File: config.mk
export PLATFORM = sky130hd
export DESIGN_NAME = vga_sync_decoder
export DESIGN_NICKNAME = d
export VERILOG_FILES = /design/src/rtl/vga_pkg.sv /design/src/rtl/vga_sync_edge.sv /design/src/rtl/vga_sync_decoder.sv
export SDC_FILE = /design/constraint.sdc
export NUM_CORES = 1
export LEC_CHECK = 0
export ABC_AREA = 1
export BUFFER_PORTS_ARGS = -buffer_cell sky130_fd_sc_hd__buf_2
export CAP_MARGIN = 20
export CORE_MARGIN = 4
export CORE_UTILIZATION = 60
export CTS_CLUSTER_SIZE = 16
export DETAILED_ROUTE_END_ITERATION = 10
export PLACE_DENSITY = 0.86
export SKIP_CTS_REPAIR_TIMING = 1
export SLEW_MARGIN = 0
export SYNTH_ARGS = -nofsm -noshare
export SYNTH_HDL_FRONTEND = slang
export SYNTH_SLANG_ARGS = --single-unit
File: constraint.sdc
create_clock -name clk -period 3.43 [get_ports clk]
set_input_delay 0.5145 -clock clk [delete_from_list [all_inputs] [get_ports clk]]
set_output_delay 0.5145 -clock clk [all_outputs]
set_load 0.03 [all_outputs]
File: src/rtl/vga_pkg.sv
// vga_pkg: shared 640x480@60 timing constants (also used by the timing
// engine), the sync decoder state encoding, and coordinate helpers.
package vga_pkg;

  // 640x480@60 mode, 800x525 totals.
  localparam int VGA_H_SYNC      = 96;
  localparam int VGA_H_BP        = 48;
  localparam int VGA_H_ACTIVE    = 640;
  localparam int VGA_H_TOTAL     = 800;
  localparam int VGA_V_SYNC      = 2;
  localparam int VGA_V_BP        = 33;
  localparam int VGA_V_ACTIVE    = 480;
  localparam int VGA_V_TOTAL     = 525;
  localparam int VGA_LOCK_FRAMES = 2;

  // Pixel / line coordinate width; counters saturate at all-ones.
  localparam int COORD_W = 11;
  typedef logic [COORD_W-1:0] coord_t;
  localparam coord_t COORD_MAX = '1;

  // Decoder lock state.
  typedef enum logic [1:0] {
    SEARCH  = 2'd0,
    ACQUIRE = 2'd1,
    LOCKED  = 2'd2
  } dec_state_t;

  // True when lo <= v <= hi.
  function automatic logic in_range(input coord_t v, input coord_t lo, input coord_t hi);
    return (v >= lo) && (v <= hi);
  endfunction

  // Increment that sticks at COORD_MAX instead of wrapping.
  function automatic coord_t sat_inc(input coord_t v);
    return (v == COORD_MAX) ? v : v + coord_t'(1);
  endfunction

endpackage

File: src/rtl/vga_sync_edge.sv
// vga_sync_edge: samples one active-low sync line on pixel ticks and flags
// its falling edge (previous sample high, current input low). The previous
// sample resets high so a line that is already low at reset release reads
// as a falling edge on the first tick.
module vga_sync_edge (
  input  logic clk,
  input  logic rst,
  input  logic en,
  input  logic sig,
  output logic fall
);

  logic prev;

  // Previous-sample register, advanced only on pixel ticks.
  always_ff @(posedge clk) begin
    // NOTE: non-blocking so every register samples pre-edge values regardless of block order.
    if (!rst) begin
      prev <= 1'b1;
    end else if (en) begin
      prev <= sig;
    end
  end

  assign fall = en & prev & ~sig;

endmodule

File: src/rtl/vga_sync_decoder.sv
// vga_sync_decoder: recovers pixel coordinates, active-video, line/frame
// strobes and a lock flag from active-low hs/vs qualified by pixEn.
// All outputs are registered and change only on pixEn edges (pulses drop
// to 0 on any non-pixEn edge), so they lag the sampled sync by one tick.
// Optional: define VGA_SYNC_DECODER_ERRCNT_EN to add errCount, a
// saturating count of timingErr pulses cleared only by reset.
module vga_sync_decoder
  import vga_pkg::*;
#(
  parameter int H_SYNC      = VGA_H_SYNC,
  parameter int H_BP        = VGA_H_BP,
  parameter int H_ACTIVE    = VGA_H_ACTIVE,
  parameter int H_TOTAL     = VGA_H_TOTAL,
  parameter int V_SYNC      = VGA_V_SYNC,
  parameter int V_BP        = VGA_V_BP,
  parameter int V_ACTIVE    = VGA_V_ACTIVE,
  parameter int V_TOTAL     = VGA_V_TOTAL,
  parameter int LOCK_FRAMES = VGA_LOCK_FRAMES
) (
  input  logic               clk,
  input  logic               rst,
  input  logic               pixEn,
  input  logic               hs,
  input  logic               vs,
  output logic [COORD_W-1:0] x,
  output logic [COORD_W-1:0] y,
  output logic               active,
  output logic               lineStart,
  output logic               frameStart,
  output logic               locked,
  output logic               timingErr
`ifdef VGA_SYNC_DECODER_ERRCNT_EN
  ,
  output logic [7:0]         errCount
`endif
);

  // Active window bounds and expected last count of each axis.
  localparam coord_t H_FIRST = coord_t'(H_SYNC + H_BP);
  localparam coord_t H_LAST  = coord_t'(H_SYNC + H_BP + H_ACTIVE - 1);
  localparam coord_t H_END   = coord_t'(H_TOTAL - 1);
  localparam coord_t V_FIRST = coord_t'(V_SYNC + V_BP);
  localparam coord_t V_LAST  = coord_t'(V_SYNC + V_BP + V_ACTIVE - 1);
  localparam coord_t V_END   = coord_t'(V_TOTAL - 1);
  localparam coord_t PRE_MAX = COORD_MAX - coord_t'(1);

  localparam int GOOD_W = $clog2(LOCK_FRAMES + 1);
  typedef logic [GOOD_W-1:0] good_t;
  localparam good_t GOOD_LOCK = good_t'(LOCK_FRAMES);

  logic       h_fall;
  logic       v_fall;
  coord_t     h_cnt;
  coord_t     v_cnt;
  logic       vs_pend;
  good_t      good_cnt;
  dec_state_t state;

  coord_t     h_nxt;
  coord_t     v_nxt;
  coord_t     x_nxt;
  coord_t     y_nxt;
  logic       pend_nxt;
  good_t      good_nxt;
  dec_state_t state_nxt;
  logic       frame_evt;
  logic       h_mis;
  logic       v_mis;
  logic       h_sat;
  logic       v_sat;
  logic       err;
  logic       act_nxt;

  vga_sync_edge u_hs_edge (
    .clk  (clk),
    .rst  (rst),
    .en   (pixEn),
    .sig  (hs),
    .fall (h_fall)
  );

  vga_sync_edge u_vs_edge (
    .clk  (clk),
    .rst  (rst),
    .en   (pixEn),
    .sig  (vs),
    .fall (v_fall)
  );

  // Next-tick counters, length checks, lock state and output values.
  always_comb begin
    // NOTE: defaults first so every path assigns every variable and no latch is inferred.
    state_nxt = state;
    good_nxt  = good_cnt;

    // A frame is accepted at the hs edge that follows (or coincides with)
    // a vs falling edge.
    frame_evt = h_fall & (vs_pend | v_fall);
    pend_nxt  = frame_evt ? 1'b0 : (vs_pend | v_fall);

    h_mis = h_fall & (h_cnt != H_END);
    v_mis = frame_evt & (v_cnt != V_END);
    // Sync loss: flag the single tick on which a counter reaches its ceiling.
    h_sat = pixEn & ~h_fall & (h_cnt == PRE_MAX);
    v_sat = h_fall & ~frame_evt & (v_cnt == PRE_MAX);
    err   = (h_mis | v_mis | h_sat | v_sat) & (state != SEARCH);

    h_nxt = h_fall ? '0 : sat_inc(h_cnt);
    if (frame_evt) begin
      v_nxt = '0;
    end else if (h_fall) begin
      v_nxt = sat_inc(v_cnt);
    end else begin
      v_nxt = v_cnt;
    end

    case (state)
      SEARCH: begin
        if (frame_evt) begin
          state_nxt = ACQUIRE;
          good_nxt  = '0;
        end
      end
      ACQUIRE: begin
        if (err) begin
          good_nxt = '0;
        end else if (frame_evt) begin
          good_nxt = good_cnt + 1'b1;
          if (good_nxt == GOOD_LOCK) begin
            state_nxt = LOCKED;
          end
        end
      end
      LOCKED: begin
        if (err) begin
          state_nxt = SEARCH;
          good_nxt  = '0;
        end
      end
      default: begin
        state_nxt = SEARCH;
        good_nxt  = '0;
      end
    endcase

    act_nxt = in_range(h_nxt, H_FIRST, H_LAST) &
              in_range(v_nxt, V_FIRST, V_LAST) &
              (state_nxt == LOCKED);
    x_nxt   = act_nxt ? h_nxt - H_FIRST : '0;
    y_nxt   = act_nxt ? v_nxt - V_FIRST : '0;
  end

  // Decoder state and registered outputs; everything holds between ticks
  // except the one-clock strobes.
  always_ff @(posedge clk) begin
    if (!rst) begin
      h_cnt      <= '0;
      v_cnt      <= '0;
      vs_pend    <= 1'b0;
      good_cnt   <= '0;
      state      <= SEARCH;
      x          <= '0;
      y          <= '0;
      active     <= 1'b0;
      lineStart  <= 1'b0;
      frameStart <= 1'b0;
      locked     <= 1'b0;
      timingErr  <= 1'b0;
    end else if (pixEn) begin
      h_cnt      <= h_nxt;
      v_cnt      <= v_nxt;
      vs_pend    <= pend_nxt;
      good_cnt   <= good_nxt;
      state      <= state_nxt;
      x          <= x_nxt;
      y          <= y_nxt;
      active     <= act_nxt;
      lineStart  <= h_fall;
      frameStart <= frame_evt;
      locked     <= (state_nxt == LOCKED);
      timingErr  <= err;
    end else begin
      lineStart  <= 1'b0;
      frameStart <= 1'b0;
      timingErr  <= 1'b0;
    end
  end

`ifdef VGA_SYNC_DECODER_ERRCNT_EN
  // Saturating count of timingErr pulses.
  always_ff @(posedge clk) begin
    if (!rst) begin
      errCount <= '0;
    end else if (err && (errCount != 8'hFF)) begin
      errCount <= errCount + 8'd1;
    end
  end
`endif

endmodule

==> impl_metrics.yaml <==
outcome:
  status: "complete, no violations"
timing:
  fin_worst_skew_ps: 4.14
  relSlewSlack_pct: 64.8
  hold_violations: 0
  slew_violations: 0
  rsz0062_at_grt: "no"
  min_period_over_period_pct: 88.7
  fin_setup_tns_ps: 0
  finalWorstPathRequiredPeriod_ps: 3040
  worst_slew_pin_slew_ps: 527
  fmax_mhz: 329
  setup_viol: 0
logic_synthesis:
  ys_types: 38
  yosys.area_share.adder_pct: 3.94
  synth_xor_area_share_pct: 2.26
  synth-edff-count: 0
  syn_nets: 546
  ys_seq_elements: 56
  synth_area_sq_um: 3490
  synth-compound-area-share_pct: 8.46
  synth_most_common_cell: "nand2_1"
  synth_top_cell_by_area: "dfxtp_1"
  synth_top_family_by_area: "simple AND/OR/NAND/NOR gates"
  synthSimpleGateAreaFrac_pct: 44.2
  netlist_top_cells_count: "nand2_1 (159), nor2_1 (69), dfxtp_1 (56), inv_1 (52), nand3_1 (42)"
  synthTopCellsByArea: "dfxtp_1 (32%), nand2_1 (17%), nor2_1 (7.4%)"
  synthMuxAreaShare_pct: 0
  ys_warn_count: 0
  async_flop_share_pct: 0
  synth_flop_cell: "dfxtp_1"
  syn_area_per_cell_sq_um: 6.59
  netlist_instances: 530
  ys_seq_area_share_pct: 32.1
  synth_top_area_share_pct: 32.1
worst_setup_path:
  crit_top_cell: "nand2_1"
  endpoint_kind: "flop"
  startpoint_type: "flop"
  worstPathArrival_ps: 3310
  cpMaxStageDelayCell: "dfxtp_1"
  crit_chain: "ha_1 -> inv_1 -> nor2_4 -> nand3_1 -> nand2_2 -> xor2_1 -> inv_1 -> nor2_1 -> ha_1 -> nand2_1 -> nor3_1 -> nand2_1 -> nand3_2 -> nand3_4 -> nor2_8 -> nand3_1 -> nand2_1"
  path_class: "reg2reg"
  cpPeakStageDelay_ps: 420
  cp.required_ps: 3700
  path_max_fanout: 17
run:
  drv_cap: 0
floorplanning:
  start_util_pct: 62.6
  die_w_um: 84.3
  fp-row-count: 27
  core_area_sq_um: 5570
  io-pin-count: 32
  die_h_um: 84.3
  dieArea_sq_um: 7100
cts:
  clkLatencyLatePin_ps: 320
  clkTransAtPathRegs_ps: 110
  clock_path_buffers: 2
  cts_root_buffer: "clkbuf_8"
  htreeDepth: 2
  clock_sinks: 56
  cts_tree: "yes"
  cts_buffers: 5
routing:
  antenna_left: 0
  wl_per_cell_um: 13.4
  wl_mm: 8.44
  drc_errors: 0
  avgViaCountPerCell: 5.48
  first_pass_iters: 5
  drtIter0Drc: 200
  num_vias: 3446
grt:
  grt_max_degree: 26
  track_usage_pct: 24.9
  grt_overflow: 0
  grt_pass1_wl_mm: 14.9
  antenna_found_initial: 0
  grt_pass1_vias: 3323
final_layout:
  nets: 572
  area_delta_synth_final_pct: 7.92
  fillCellCount: 510
  drive_gt1_share_pct: 14.7
  diodes: 0
place:
  hpwl_mm: 6.39
  gp_congestion: 0.998
  portBuffers: 31
power:
  p_leak_nw: 1.85
  worst_ir_drop_vdd_mv: 0.190
  power_mw: 1.23
  power_density_nw_per_um2: 328
min_path:
  worstHoldPathType: "reg2reg"
## path summary, 6_finish.rpt
check                                           start                 end  slack [ps]  cells after the start
worst max-delay path            v_cnt[1]$_SDFFE_PN0P_  y[10]$_SDFFE_PN0P_         390                     17
worst min-delay path                y[4]$_SDFFE_PN0P_   y[4]$_SDFFE_PN0P_         450                      2
worst max register to register  v_cnt[1]$_SDFFE_PN0P_  y[10]$_SDFFE_PN0P_         390                     17
worst min register to register      y[4]$_SDFFE_PN0P_   y[4]$_SDFFE_PN0P_         450                      2
## state kept, by name (all words and copies together) (netlist names)
register	count
frameStart	1
vs_pend	1
state	2
x	11
locked	1
lineStart	1
v_cnt	11
timingErr	1
u_vs_edge.prev	1
y	11
u_hs_edge.prev	1
h_cnt	11
active	1
good_cnt	2
## cell type report
class / instances / area (sq um) / area share (%)
Sequential cell: 56 / 1120 / 29.7
Clock inverter: 2 / 17.5 / 0.465
Inverter: 59 / 224 / 5.94
Tap cell: 72 / 90.1 / 2.39
Multi-Input combinational cell: 400 / 2060 / 54.5
Timing Repair Buffer: 34 / 178 / 4.71
Clock buffer: 6 / 82.6 / 2.19
## critical path: cells and delay by family, from the launching register on
family	cells	cell delay, ps
buffers and inverters	2	150
xor gates and xnor gates	1	210
and+or+nand+nor	12	1740
adders and majority gates	2	470
DFF	1	420
## where the power goes
group	switching, mW	leakage [nW]	internal, mW	total (mW)
registers	0.0104	0.453	0.661	0.672
clock network	0.239	0.0522	0.170	0.409
logic	0.107	1.35	0.0462	0.154
total	0.357	1.85	0.878	1.23
## per-stage QoR
step                instance area [sq um]  utilization (%)  setup WS, ps  hold slack (ps)  cells
floorplan                            3490                -           856              433    530
global placement                     3670             65.8           611              433    621
detailed placement                   3670             65.8           426              436    621
CTS                                  3770             67.6           404              458    629
global route                         3770             67.6          34.7              477    629
finish                               3770             67.6           389              455    629
## routing by layer
metal | global-route usage [%] | vias up | share of wire [%]
met1 | 31.7 | 1549 | 45
met5 | 0 | - | 0
met4 | 10.2 | 0 | 3.3
li1 | - | 1754 | -
met2 | 41.4 | 113 | 46
met3 | 4.71 | 30 | 5.9
## cells by family after synthesis
| group | after synthesis |
|---|---|
| buffers and inverters | 74 |
| flip-flops | 56 |
| adder cells (fa/ha/maj) | 11 |
| AND/OR/NAND/NOR | 329 |
| XOR/XNOR | 9 |
| AO/OA/AOI/OAI | 51 |
## cells in the final DEF (no fill, tap or decap), types with 12 or more instances in the layout
cell type | netlist | routed
o21ai_0 | 13 | 13
nor3_1 | 12 | 12
a21oi_1 | 18 | 18
dfxtp_1 | 56 | 56
nand3_1 | 42 | 42
nand2_1 | 159 | 159
buf_2 | 1 | 31
nor2_1 | 69 | 69
inv_1 | 52 | 52
nand4_1 | 12 | 12
Power figures use the tool's default switching activity.
